### src/rtl/step_dir_pulse_gen.sv
// step_dir_pulse_gen: turns queued move commands (direction, step count, step period)
// into a registered STEP/DIR pin pair with guaranteed DIR setup time and STEP pulse width.
// Optional feature macro: STEP_GEN_HALT_EN adds a halt input that stops a move early.
module step_dir_pulse_gen #(
   parameter int STEPS_W       = 32,
   parameter int PERIOD_W      = 24,
   parameter int PULSE_W_CYC   = 16,
   parameter int DIR_SETUP_CYC = 8
) (
   input  logic                clk,
   input  logic                reset,
`ifdef STEP_GEN_HALT_EN
   input  logic                halt,
`endif
   input  logic                cmd_valid,
   output logic                cmd_ready,
   input  logic                cmd_dir,
   input  logic [STEPS_W-1:0]  cmd_steps,
   input  logic [PERIOD_W-1:0] cmd_period,
   output logic                step,
   output logic                dir,
   output logic                busy,
   output logic                move_done,
   output logic [STEPS_W-1:0]  steps_remaining
);

   // One extra bit so the period clamp and low-phase length never overflow.
   localparam int CW = PERIOD_W + 1;
   localparam logic [CW-1:0] PW_LEN     = CW'(PULSE_W_CYC);
   localparam logic [CW-1:0] PW_LAST    = CW'(PULSE_W_CYC - 1);
   localparam logic [CW-1:0] MIN_PERIOD = CW'(PULSE_W_CYC + 1);
   localparam logic [CW-1:0] SETUP_LAST = CW'(DIR_SETUP_CYC - 1);

   typedef enum logic [1:0] {IDLE, SETUP, PULSE_HI, PULSE_LO} state_t;

   state_t              state, state_n;
   logic                step_n, dir_n, busy_n, move_done_n;
   logic [STEPS_W-1:0]  rem_n;
   logic [CW-1:0]       cnt, cnt_n;
   logic [CW-1:0]       low_len, low_len_n;
   logic                halt_q, halt_q_n;
   logic                halt_i;
   logic                accept;
   logic [CW-1:0]       period_ext, period_eff, low_eff;
   logic                stop_req;

`ifdef STEP_GEN_HALT_EN
   assign halt_i = halt;
`else
   assign halt_i = 1'b0;
`endif

   assign cmd_ready = (state == IDLE) && !halt_i;
   assign accept    = cmd_valid && cmd_ready;

   // Effective period is clamped so the low phase is always at least one cycle.
   assign period_ext = {1'b0, cmd_period};
   assign period_eff = (period_ext < MIN_PERIOD) ? MIN_PERIOD : period_ext;
   assign low_eff    = period_eff - PW_LEN;
   assign stop_req   = halt_q || halt_i;

   // Next-state and next-output logic for the move sequencer.
   always_comb begin
      state_n     = state;
      step_n      = step;
      dir_n       = dir;
      move_done_n = 1'b0;
      rem_n       = steps_remaining;
      cnt_n       = cnt;
      low_len_n   = low_len;
      halt_q_n    = halt_q;
      unique case (state)
         IDLE: begin
            if (accept) begin
               halt_q_n  = 1'b0;
               low_len_n = low_eff;
               cnt_n     = '0;
               if (cmd_steps == '0) begin
                  move_done_n = 1'b1;
                  rem_n       = '0;
               end else if (cmd_dir != dir) begin
                  dir_n   = cmd_dir;
                  state_n = SETUP;
                  rem_n   = cmd_steps;
               end else begin
                  state_n = PULSE_HI;
                  step_n  = 1'b1;
                  rem_n   = cmd_steps - STEPS_W'(1);
               end
            end
         end
         SETUP: begin
            if (halt_i) begin
               state_n     = IDLE;
               move_done_n = 1'b1;
               cnt_n       = '0;
            end else if (cnt == SETUP_LAST) begin
               state_n = PULSE_HI;
               step_n  = 1'b1;
               cnt_n   = '0;
               rem_n   = (steps_remaining != '0) ? steps_remaining - STEPS_W'(1) : '0;
            end else begin
               cnt_n = cnt + CW'(1);
            end
         end
         PULSE_HI: begin
            // A halt here lets the current pulse and its low phase finish.
            if (halt_i) halt_q_n = 1'b1;
            if (cnt == PW_LAST) begin
               state_n = PULSE_LO;
               step_n  = 1'b0;
               cnt_n   = '0;
            end else begin
               cnt_n = cnt + CW'(1);
            end
         end
         PULSE_LO: begin
            if (cnt == low_len - CW'(1)) begin
               cnt_n = '0;
               if (steps_remaining != '0 && !stop_req) begin
                  state_n = PULSE_HI;
                  step_n  = 1'b1;
                  rem_n   = steps_remaining - STEPS_W'(1);
               end else begin
                  state_n     = IDLE;
                  move_done_n = 1'b1;
                  halt_q_n    = 1'b0;
               end
            end else begin
               cnt_n = cnt + CW'(1);
            end
         end
         default: state_n = IDLE;
      endcase
      busy_n = (state_n != IDLE);
   end

   // State and output registers; reset drops STEP immediately.
   always_ff @(posedge clk or posedge reset) begin
      if (reset) begin
         state           <= IDLE;
         step            <= 1'b0;
         dir             <= 1'b0;
         busy            <= 1'b0;
         move_done       <= 1'b0;
         steps_remaining <= '0;
         cnt             <= '0;
         low_len         <= '0;
         halt_q          <= 1'b0;
      end else begin
         state           <= state_n;
         step            <= step_n;
         dir             <= dir_n;
         busy            <= busy_n;
         move_done       <= move_done_n;
         steps_remaining <= rem_n;
         cnt             <= cnt_n;
         low_len         <= low_len_n;
         halt_q          <= halt_q_n;
      end
   end

endmodule

### config.mk
export PLATFORM = sky130hd
export DESIGN_NAME = step_dir_pulse_gen
export DESIGN_NICKNAME = d
export VERILOG_FILES = /design/src/rtl/step_dir_pulse_gen.sv
export SDC_FILE = /design/constraint.sdc
export NUM_CORES = 1
export LEC_CHECK = 0
export BUFFER_PORTS_ARGS = -buffer_cell sky130_fd_sc_hd__buf_4
export CAP_MARGIN = 20
export CORE_MARGIN = 5
export CORE_UTILIZATION = 59
export DETAILED_ROUTE_END_ITERATION = 16
export PLACE_DENSITY = 0.93
export REMOVE_ABC_BUFFERS = 1
export SYNTH_ARGS = -nofsm -noshare
export SYNTH_HDL_FRONTEND = slang
export SYNTH_SLANG_ARGS = --single-unit
### constraint.sdc
create_clock -name clk -period 3.9 [get_ports clk]
set_clock_uncertainty 0.05 [all_clocks]
set_input_delay 0 -clock clk [delete_from_list [all_inputs] [get_ports clk]]
set_output_delay 0 -clock clk [all_outputs]
set_load 0.01 [all_outputs]
== Yosys cells after proc, flatten, opt, wreduce, memory -nomap -nowiden ==
Index checks and enable logic that the tools add are counted.

* Flip-flop bits (word level): 89
* Input bits: 60
* Word-level logic and storage cells: 84

* $add $sub $neg: 5
* Order comparisons: 1
* Equal/unequal tests: 15
* Multiplexer cells: 39
* Bitwise logic cells: 1
* Reductions and logical operators: 14

{| class="wikitable"
|+ Operators by type and width
! operator !! number
|-
| 2-to-1 mux 32 bit || 7
|-
| 2-to-1 mux 25 bit || 4
|-
| one-hot mux 25 bit (4 select lines) || 1
|-
| one-hot mux 32 bit (3 select lines) || 1
|-
| subtractor 32 x 1 -> 32 bit, second input constant || 2
|-
| zero test 32 bit || 1
|-
| nonzero test 32 bit || 1
|-
| adder 25 x 1 -> 25 bit, second input constant || 1
|-
| == test 25 bit || 1
|-
| == test 25 x 3 -> 1 bit, second input constant || 1
|-
| == test 25 x 4 -> 1 bit, second input constant || 1
|-
| subtractor 24 x 5 -> 25 bit, second input constant || 1
|-
| subtractor 25 x 1 -> 25 bit, second input constant || 1
|-
| less-than comparator 24 x 5 -> 1 bit, second input constant || 1
|-
| 2-to-1 mux 24 bit || 1
|-
| 2-to-1 mux 1 bit || 14
|-
| 2-to-1 mux 2 bit || 7
|-
| != test 2 bit, second input constant || 7
|-
| one-hot mux 2 bit (4 select lines) || 1
|-
| AND reduction 4 bit || 2
|-
| AND reduction 7 bit || 1
|-
| AND reduction 5 bit || 1
|-
| == test 2 bit, second input constant || 2
|-
| one-hot mux 1 bit (2 select lines) || 2
|-
| other kinds (11) || 13
|}

== Depth between registers and ports, before layout ==
Gate-level depths: netlist (run 1).

* Word-level depth: 6
* Mapped depth: 11
* Gate-level depth less buffers: 10

== Least setup slack after synthesis (run 1) ==
No wires, ideal clock.

* Kind: reg-to-reg
* Start point: register low_len[0]
* End point: register cnt[11]
* Setup time: 0.131 ns
* Data arrival time: 3.110 ns
* Data required time: 3.719 ns
* Setup slack: 0.609 ns
* Cell stages (with the launch flop): 12
* Path buffers: 1
* Clock period less this slack: 3.291 ns
* Cell sequence: dfrtp_1 -> inv_1 -> ha_1 -> nor3b_1 -> nand3_1 -> or4_1 -> o41a_1 -> a21oi_1 -> a41oi_2 -> clkbuf_1 -> a31oi_1 -> o31ai_1

* Longest elaborated chain between the ends: 4

{| class="wikitable"
|+ RTL lines
! item !! line !! source
|-
| start, declared || 40 || <nowiki>logic [CW-1:0] low_len, low_len_n;</nowiki>
|-
| start signal, assigned || 158 || <nowiki>low_len <= low_len_n;</nowiki>
|-
| subtractor 25 x 1 -> 25 bit || 118 || <nowiki>if (cnt == low_len - CW'(1)) begin</nowiki>
|-
| == test 25 bit || 118 ||
|-
| 2-to-1 mux 25 bit || 118 ||
|-
| one-hot mux 25 bit (4 select lines) || 72 || <nowiki>unique case (state)</nowiki>
|-
| end signal, assigned || 157 || <nowiki>cnt <= cnt_n;</nowiki>
|-
| end, declared || 39 || <nowiki>logic [CW-1:0] cnt, cnt_n;</nowiki>
|}

No other way between the ends.
A chain may end at the register's enable or synchronous reset.

== Final worst setup path (run 1) ==
* Start point: register low_len[1]
* End point: register steps_remaining[28]

* Longest elaborated chain between the ends: 4

{| class="wikitable"
|+ RTL lines
! item !! line !! source
|-
| subtractor 25 x 1 -> 25 bit || 118 ||
|-
| == test 25 bit || 118 ||
|-
| != test 2 bit (no source line) || -- ||
|-
| AND reduction 5 bit (no source line) || -- ||
|-
| end signal, assigned || 156 || <nowiki>steps_remaining <= rem_n;</nowiki>
|-
| end, declared || 24 || <nowiki>output logic [STEPS_W-1:0] steps_remaining</nowiki>
|}

No other way between the ends.

==> results of run 1 <==
[layout by cell type (no fill, tap or decap), types with 11 or more instances in the layout]
| cell | instances |
|---|---|
| or3_1 | 15 |
| ha_1 | 11 |
| nor3_1 | 43 |
| xnor2_1 | 36 |
| a21oi_1 | 40 |
| nor2_1 | 70 |
| xor2_1 | 36 |
| nand2_1 | 82 |
| and2_1 | 12 |
| buf_4 | 111 |
| dfrtp_1 | 88 |
| a31oi_1 | 19 |
| inv_1 | 31 |
| a22oi_1 | 13 |
| o21ai_0 | 36 |
| or4_1 | 21 |
| or2_2 | 11 |
| nand3_1 | 33 |
| o21ai_1 | 28 |
| nor4_1 | 27 |
| o31ai_1 | 38 |
| dlygate4sd3_1 | 29 |
[worst max-delay path, delay by kind of cell, from the launching register on]
kind	cells	cell delay (ns)
simple gates	4	1.85
buf+inv	1	0.30
flops	1	0.45
compound gates	4	0.87
[stage by stage]
stage / hold WS [ns] / setup WS (ns) / util, % / instances
2_1_floorplan: 0.0827 / 0.162 / - / 805
3_3_place_gp: 0.123 / 0.551 / 67.1 / 1060
3_5_place_dp: 0.128 / 0.476 / 67.1 / 1060
4_1_cts: 0.00332 / 0.343 / 72.4 / 1103
5_1_grt: 0.0333 / 0.0745 / 72.4 / 1103
6_report: 0.00616 / 0.219 / 72.4 / 1103
[final timing paths]
check / to / slack, ns / cells after the start
max: steps_remaining[28]$_DFFE_PP0P_ / 0.22 / 9
max reg2reg: steps_remaining[28]$_DFFE_PP0P_ / 0.22 / 9
min in group asynchronous: low_len[15]$_DFFE_PP0P_ / 0.29 / 3
max in group asynchronous: cnt[2]$_DFFE_PP0P_ / 2.45 / 4
min reg2reg: low_len[24]$_DFFE_PP0P_ / 0.48 / 2
min: steps_remaining[10]$_DFFE_PP0P_ / 0.006 / 4
[area by class of cell]
class / count / share of cell area (%)
multi-input cells: 685 / 52.0
flip-flops and latches: 88 / 26.7
repair buffers: 141 / 13.9
clock buffers: 10 / 2.90
well taps: 143 / 2.17
inverters: 32 / 1.47
clock inverters: 4 / 0.851
[registers in the layout, summed over array words and instances, names as in the netlist]
register	count
dir	1
low_len	25
step	1
busy	1
move_done	1
cnt	25
state	2
steps_remaining	32
[cells by family after synthesis]
kind of cell / Yosys count
AND/OR/NAND/NOR: 357
AO/OA/AOI/OAI: 238
flip-flops: 88
buffers and inverters: 78
XOR/XNOR: 72
adder cells (fa/ha/maj): 11
multiplexers: 7
[per-layer routing]
| layer | global-route usage (%) | vias up | routed length, um |
|---|---|---|---|
| li1 | - | 3374 | - |
| met1 | 40.5 | 3474 | 8290 |
| met2 | 45.8 | 482 | 9730 |
| met3 | 4.38 | 92 | 1960 |
| met4 | 13.4 | 0 | 747 |
| met5 | 0 | - | 0 |
[report_power, final]
group / switching (W) / internal (W) / total (W)
registers: 0 / 0.000913 / 0.000913
logic: 0.0000759 / 0.0000812 / 0.000157
clock network: 0.000356 / 0.000569 / 0.000925
[what timing repair did]
item	4_1_cts	5_1_grt
gates resized for setup	0	1
hold buffers	29	0
hold endpoints to repair	70	0
setup endpoints to repair	0	1
==> flow_summary.ini, run 1 <==
[outcome]
outcome = finished clean

[floorplanning]
io_pins = 97
row_count = 39
initial_core_util_pct = 59.9
die_h_um = 117
die_w_um = 117
design.die.area_sq_um = 13800
core_area_sq_um = 11400

[route]
drt_pass1_iterations = 7
via_per_inst = 6.73
ant_nets = 0
drt-total-wl_um = 20700
drtIter0Drc = 1021
wl_per_cell_um = 18.8
drc_errors = 0
vias = 7422

[cts]
clockBufferDepth = 2
cts_buffers = 9
ctsHtreeMaxLevel = 3
clk_pin_slew_worst_paths_ns = 0.07
insertion_delay_ns = 0.35
cts.sinks = 88
post_cts.repair.setup_buffers = 0
cts_root_buffer = clkbuf_16
cts_tree = built

[timing]
fmax_mhz = 272
slew_headroom_pct = 31.2
tns_ns = 0
layout_min_cycle_time_ns = 3.68
rsz0062_at_grt = false
worst_pin_slew_ns = 1.03
min_period_over_period_pct = 94.4
setup_violations = 0
final_hold_viol_count = 0
slew_viol_final = 0

[critical_path]
start_kind = flip-flop
critPathLaunch = low_len[1]$_DFFE_PP0P_
cp_slowest_cell = nor4_2
reg2reg_from = low_len[1]$_DFFE_PP0P_
slowest_delay_ns = 0.66
cp-end-kind = flip-flop
cp.required_ns = 4.06
critPathKind = flip-flop to flip-flop
cp_max_fo = 34
crit_arrival_ns = 3.85
path_cells = nor4_2 -> nand3_1 -> or4b_1 -> a21o_1 -> nor4_4 -> a41oi_4 -> buf_4 -> o31ai_1 -> o21ai_1

[grt]
antenna_found_initial = 0
grt.total_usage_pct = 29.4
grt_pass1_wl_um = 34600
grt_max_degree = 47
grt_pass1_vias = 7070
grt_overflow = 0

[final_layout]
postLayoutCellArea_sq_um = 8230
n_antenna_cell = 0
multi_input_area_sq_um = 4280
syn_to_final_growth_pct = 21.0
fin_nets = 1028
seq_area_sq_um = 2200
final_layout_size_suffix_gt1_share_pct = 16.3
fillers = 839

[logic_synthesis]
synth-seq-cells = 88
synth_edf_count = 0
synth_simple_gate_area_share_pct = 27.3
yosys.area_share.adder_pct = 2.02
synth_flop_cell = dfrtp_1
yosysTopAreaCellShare_pct = 32.4
synth_common_cells = 88 x dfrtp_1, 82 x nand2_1, 70 x nor2_1
syn_area_per_cell_sq_um = 8.00
synth.largest_area_cell = dfrtp_1
yosysUniqueCellTypes = 64
syn-cell-area_sq_um = 6810
ys_top_cells_by_area = dfrtp_1 32%, xnor2_1 4.6%, xor2_1 4.6%
ys_warn_count = 0
async_flop_share_pct = 100
synth.mux.area_fraction_pct = 1.08
synth_compound_area_share_pct = 23.1
synth_top_family_by_area = simple AND/OR/NAND/NOR gates
syn_inst = 851
ys_seq_area_share_pct = 32.4
synth_most_common_cell = dfrtp_1
synth_xor_area_share_pct = 9.26

[run]
drv_cap = 0

[placement]
place_hpwl_um = 14000
dpl_cell_area_sq_um = 7630
io_buffers = 96
routabilityCongestion = 0.945

[min_path]
hold_start = cmd_steps[10]
hold_path.class = input port to flip-flop

[pwr]
leakage_nw = 3.42
p_per_area_nw_per_um2 = 242
peakVddDrop_mv = 0.232
fin_total_pwr_w = 0.00200
(Power assumes the default switching activity.)
==> run 2, diff against run 1 <==
MAX_ROUTING_LAYER = met4   (was not set)
==> flow_summary.ini, run 2 (synthesis gave the netlist of run 1 again) <==
[cts]
clockBufferDepth = 2
ctsHtreeMaxLevel = 3
cts.sinks = 88
insertion_delay_ns = 0.35
cts_tree = built
cts_buffers = 9
clk_pin_slew_worst_paths_ns = 0.07
post_cts.repair.setup_buffers = 0
cts_root_buffer = clkbuf_16

[timing]
layout_min_cycle_time_ns = 3.70
worst_slack_ns = 0.202
setup_violations = 0
fmax_mhz = 270
tns_ns = 0
slew_viol_final = 0
final_hold_viol_count = 1
rsz0062_at_grt = false
timing.hold.ws_ns = -0.000640
slew_headroom_pct = 29.5
worst_pin_slew_ns = 1.06
min_period_over_period_pct = 94.8

[critical_path]
r2r_setup_slack_ns = 0.20
critPathKind = flip-flop to flip-flop
reg2reg_to = steps_remaining[19]$_DFFE_PP0P_
cp-end-kind = flip-flop
crit_arrival_ns = 3.87
reg2reg_depth = 8
start_kind = flip-flop
cp.required_ns = 4.07
cp_max_fo = 21
reg2reg_from = cnt[8]$_DFFE_PP0P_

[floorplanning]
row_count = 39
initial_core_util_pct = 59.9
die_h_um = 117
die_w_um = 117
core_area_sq_um = 11400
io_pins = 97
design.die.area_sq_um = 13800

[grt]
grt_pass1_vias = 7043
grt_pass1_wl_um = 35600
antenna_found_initial = 0
grt_overflow = 0
grt_max_degree = 48
grt.total_usage_pct = 31.1

[route]
drc_errors = 0
drt-total-wl_um = 21200
drt_pass1_iterations = 10
drtIter0Drc = 991
vias = 7409
wl_per_cell_um = 19.2
via_per_inst = 6.70
ant_nets = 0

[pwr]
peakVddDrop_mv = 0.208
p_per_area_nw_per_um2 = 246
fin_total_pwr_w = 0.00203
leakage_nw = 3.41

[final_layout]
postLayoutCellArea_sq_um = 8250
mostFrequentLayoutCells = 111 x buf_4, 88 x dfrtp_1, 82 x nand2_1
fin_nets = 1029
n_antenna_cell = 0
mostFrequentLayoutCell = buf_4
largest_reg_flops = 32
final_layout_size_suffix_gt1_share_pct = 16.2
regMostFlops = steps_remaining
largest_registers = steps_remaining: 32 flops, cnt: 25 flops, low_len: 25 flops
syn_to_final_growth_pct = 21.3

[min_path]
hold_start = cmd_steps[10]
whs_endpoint = steps_remaining[10]$_DFFE_PP0P_
min_path_cells = 4
hold_path.class = input port to flip-flop

[placement]
routabilityCongestion = 0.952
dp_slack_ns = 0.454
io_buffers = 96
dpl_cell_area_sq_um = 7610
place_hpwl_um = 14100

[run]
drv_cap = 0

[outcome]
outcome = finished with violations
failed_checks = hold timing
run 2: final cells by class:
cell class | count | area [sq um]
multi-input combinational | 685 | 4290
fill | 782 | 3120
sequential | 88 | 2200
timing repair buffer | 142 | 1140
clock buffer | 10 | 229
tap | 143 | 179
inverter | 32 | 121
clock inverter | 6 | 92.6
run 2: power by group:
group	leakage [nW]	internal [W]	switching [W]
logic	2.15	0.0000827	0.0000780
registers	1.12	0.000912	0
clock network	0.149	0.000565	0.000389
total	3.41	0.00156	0.000467
run 2: repair_timing:
action                                  CTS  global route
endpoints found under the setup margin    0            55
hold endpoints to repair                 73             0
hold buffers                             31             0
gates resized for setup                   0             2
run 2: worst max-delay path by stage:
stage / slack (ns) / start / to / cells past startpoint
2_1_floorplan: 0.16 / steps_remaining[8]$_DFFE_PP0P_ / steps_remaining[24]$_DFFE_PP0P_ / 8
3_3_place_gp: 0.53 / steps_remaining[8]$_DFFE_PP0P_ / steps_remaining[24]$_DFFE_PP0P_ / 9
3_5_place_dp: 0.45 / low_len[10]$_DFFE_PP0P_ / steps_remaining[19]$_DFFE_PP0P_ / 9
4_1_cts: 0.38 / low_len[4]$_DFFE_PP0P_ / steps_remaining[19]$_DFFE_PP0P_ / 9
5_1_grt: 0.04 / low_len[2]$_DFFE_PP0P_ / steps_remaining[19]$_DFFE_PP0P_ / 9
6_report: 0.20 / cnt[8]$_DFFE_PP0P_ / steps_remaining[19]$_DFFE_PP0P_ / 8
run 2: metal layers:
metal  wire (um)  track usage, %
met1        8570            41.7
met2        9740            46.3
met3        1930            4.91
met4        1010            14.3
met5           0               -
run 2: worst max-delay path, cell delays in order (launching register included):
cell	delay [ns]
dfrtp_1	0.47
or4_1	0.55
nor4_1	0.70
nand3_1	0.26
a21oi_1	0.34
nand2_1	0.40
buf_4	0.36
o31ai_1	0.31
o21ai_1	0.12
run 2: metrics by stage:
| stage | utilization, % | std cells |
|---|---|---|
| 2_1_floorplan | - | 805 |
| 3_3_place_gp | 66.9 | 1059 |
| 3_5_place_dp | 66.9 | 1059 |
| 4_1_cts | 72.5 | 1106 |
| 5_1_grt | 72.6 | 1106 |
| 6_report | 72.6 | 1106 |
==> run 3, diff against run 2 <==
CORE_UTILIZATION = 35   (was 59)
PLACE_DENSITY = 0.64   (was 0.93)
==> flow_summary.ini, run 3 (synthesis gave the netlist of run 1 again) <==
[timing]
timing.hold.ws_ns = 0.0105
worst_pin_slew_ns = 1.08
slew_headroom_pct = 28.1
final_hold_viol_count = 0
rsz0062_at_grt = false
layout_min_cycle_time_ns = 3.55
slew_viol_final = 0
tns_ns = 0
setup_violations = 0
min_period_over_period_pct = 91.0
fmax_mhz = 282

[route]
vias = 7048
drtIter0Drc = 664
drt_pass1_iterations = 6
drc_errors = 0
ant_nets = 0
drt-total-wl_um = 20900
via_per_inst = 5.70
wl_per_cell_um = 16.9

[grt]
grt_pass1_wl_um = 34500
antenna_found_initial = 0
grt_overflow = 0
grt_max_degree = 46
grt.total_usage_pct = 19.5
grt_pass1_vias = 6741

[critical_path]
start_kind = flip-flop
crit_arrival_ns = 3.74
endpoint = steps_remaining[18]$_DFFE_PP0P_
reg2reg_from = low_len[0]$_DFFE_PP0P_
r2r_setup_slack_ns = 0.35
cp-end-kind = flip-flop
cp_max_fo = 34
reg2reg_to = steps_remaining[18]$_DFFE_PP0P_
reg2reg_depth = 11
critPathKind = flip-flop to flip-flop
critPathLaunch = low_len[0]$_DFFE_PP0P_
cp.required_ns = 4.09

[min_path]
hold_path.class = input port to flip-flop

[final_layout]
largest_registers = steps_remaining: 32 flops, cnt: 25 flops, low_len: 25 flops
regMostFlops = steps_remaining
multi_input_area_sq_um = 4290
mostFrequentLayoutCells = 114 x buf_4, 88 x dfrtp_1, 82 x nand2_1
postLayoutCellArea_sq_um = 8460
fillers = 1929
seq_area_sq_um = 2200
syn_to_final_growth_pct = 24.3
mostFrequentLayoutCell = buf_4
stdcell_count = 1236
fin_nets = 1037
final_layout_size_suffix_gt1_share_pct = 16.6
n_antenna_cell = 0
largest_reg_flops = 32

[cts]
cts_root_buffer = clkbuf_16
cts_buffers = 9
cts.sinks = 88
cts_tree = built
clk_pin_slew_worst_paths_ns = 0.08
ctsHtreeMaxLevel = 3
insertion_delay_ns = 0.36
clockBufferDepth = 2

[pwr]
fin_total_pwr_w = 0.00198
p_per_area_nw_per_um2 = 234
peakVddDrop_mv = 0.178
leakage_nw = 3.45

[run]
drv_cap = 0

[placement]
dpl.cell_count = 1185
routabilityCongestion = 0.933
place_hpwl_um = 15200
io_buffers = 96
dpl_cell_area_sq_um = 7800

[floorplanning]
core_area_sq_um = 19300
row_count = 51
io_pins = 97
initial_core_util_pct = 35.2
design.die.area_sq_um = 22300
die_h_um = 149
die_w_um = 149

[outcome]
outcome = finished clean
==> run 3: final cells by class <==
class                   instances  share of cell area, %
flip-flops and latches         88                   26.0
multi-input cells             685                   50.6
inverters                      32                   1.43
clock inverters                 6                  0.798
repair buffers                150                   14.5
clock buffers                  10                   2.71
well taps                     265                   3.92
==> run 3: critical path, stage by stage (launching register included) <==
cell	delay [ns]
dfrtp_1	0.43
inv_1	0.10
ha_1	0.20
nor3b_2	0.42
nand3_1	0.34
o21ai_0	0.36
nand4b_1	0.20
nor4_4	0.43
a41oi_4	0.17
buf_4	0.29
o31ai_1	0.32
o21ai_1	0.10
==> run 3: metal layers <==
metal / wire length [um] / part of all wire, % / track usage [%]
met1: 9510 / 45 / 26.3
met2: 9850 / 47 / 30.4
met3: 1210 / 5.8 / 3.00
met4: 344 / 1.6 / 5.68
met5: 0 / 0 / -
==> run 3: power breakdown <==
part	total, W	internal [W]	switching (W)
Sequential	0.000912	0.000912	0
Clock	0.000904	0.000500	0.000405
Combinational	0.000162	0.0000856	0.0000768
==> run 3: how the worst min path moves through the flow <==
stage                     cells past startpoint  slack (ns)     startpoint                               to
after floorplan                               1        0.08  cmd_period[1]           low_len[1]$_DFFE_PP0P_
final                                         4        0.01  cmd_steps[15]  steps_remaining[15]$_DFFE_PP0P_
after global routing                          4       0.009  cmd_steps[15]  steps_remaining[15]$_DFFE_PP0P_
after detailed placement                      2       -0.17          reset              cnt[21]$_DFFE_PP0P_
after CTS                                     4       0.006  cmd_steps[21]  steps_remaining[21]$_DFFE_PP0P_
after global placement                        2       -0.18          reset              cnt[22]$_DFFE_PP0P_
==> run 3: stage by stage <==
step	utilization (%)	setup slack (ns)
floorplan	-	0.162
global placement	40.4	0.227
detailed placement	40.4	0.104
CTS	43.7	0.0898
global route	43.8	0.00168
finish	43.8	0.352
==> run 3: repair_timing <==
action	in CTS	in global routing
setup buffers	0	0
gates resized for setup	0	3
endpoints found under the setup margin	0	62
hold buffers	35	0
hold endpoints to repair	117	0
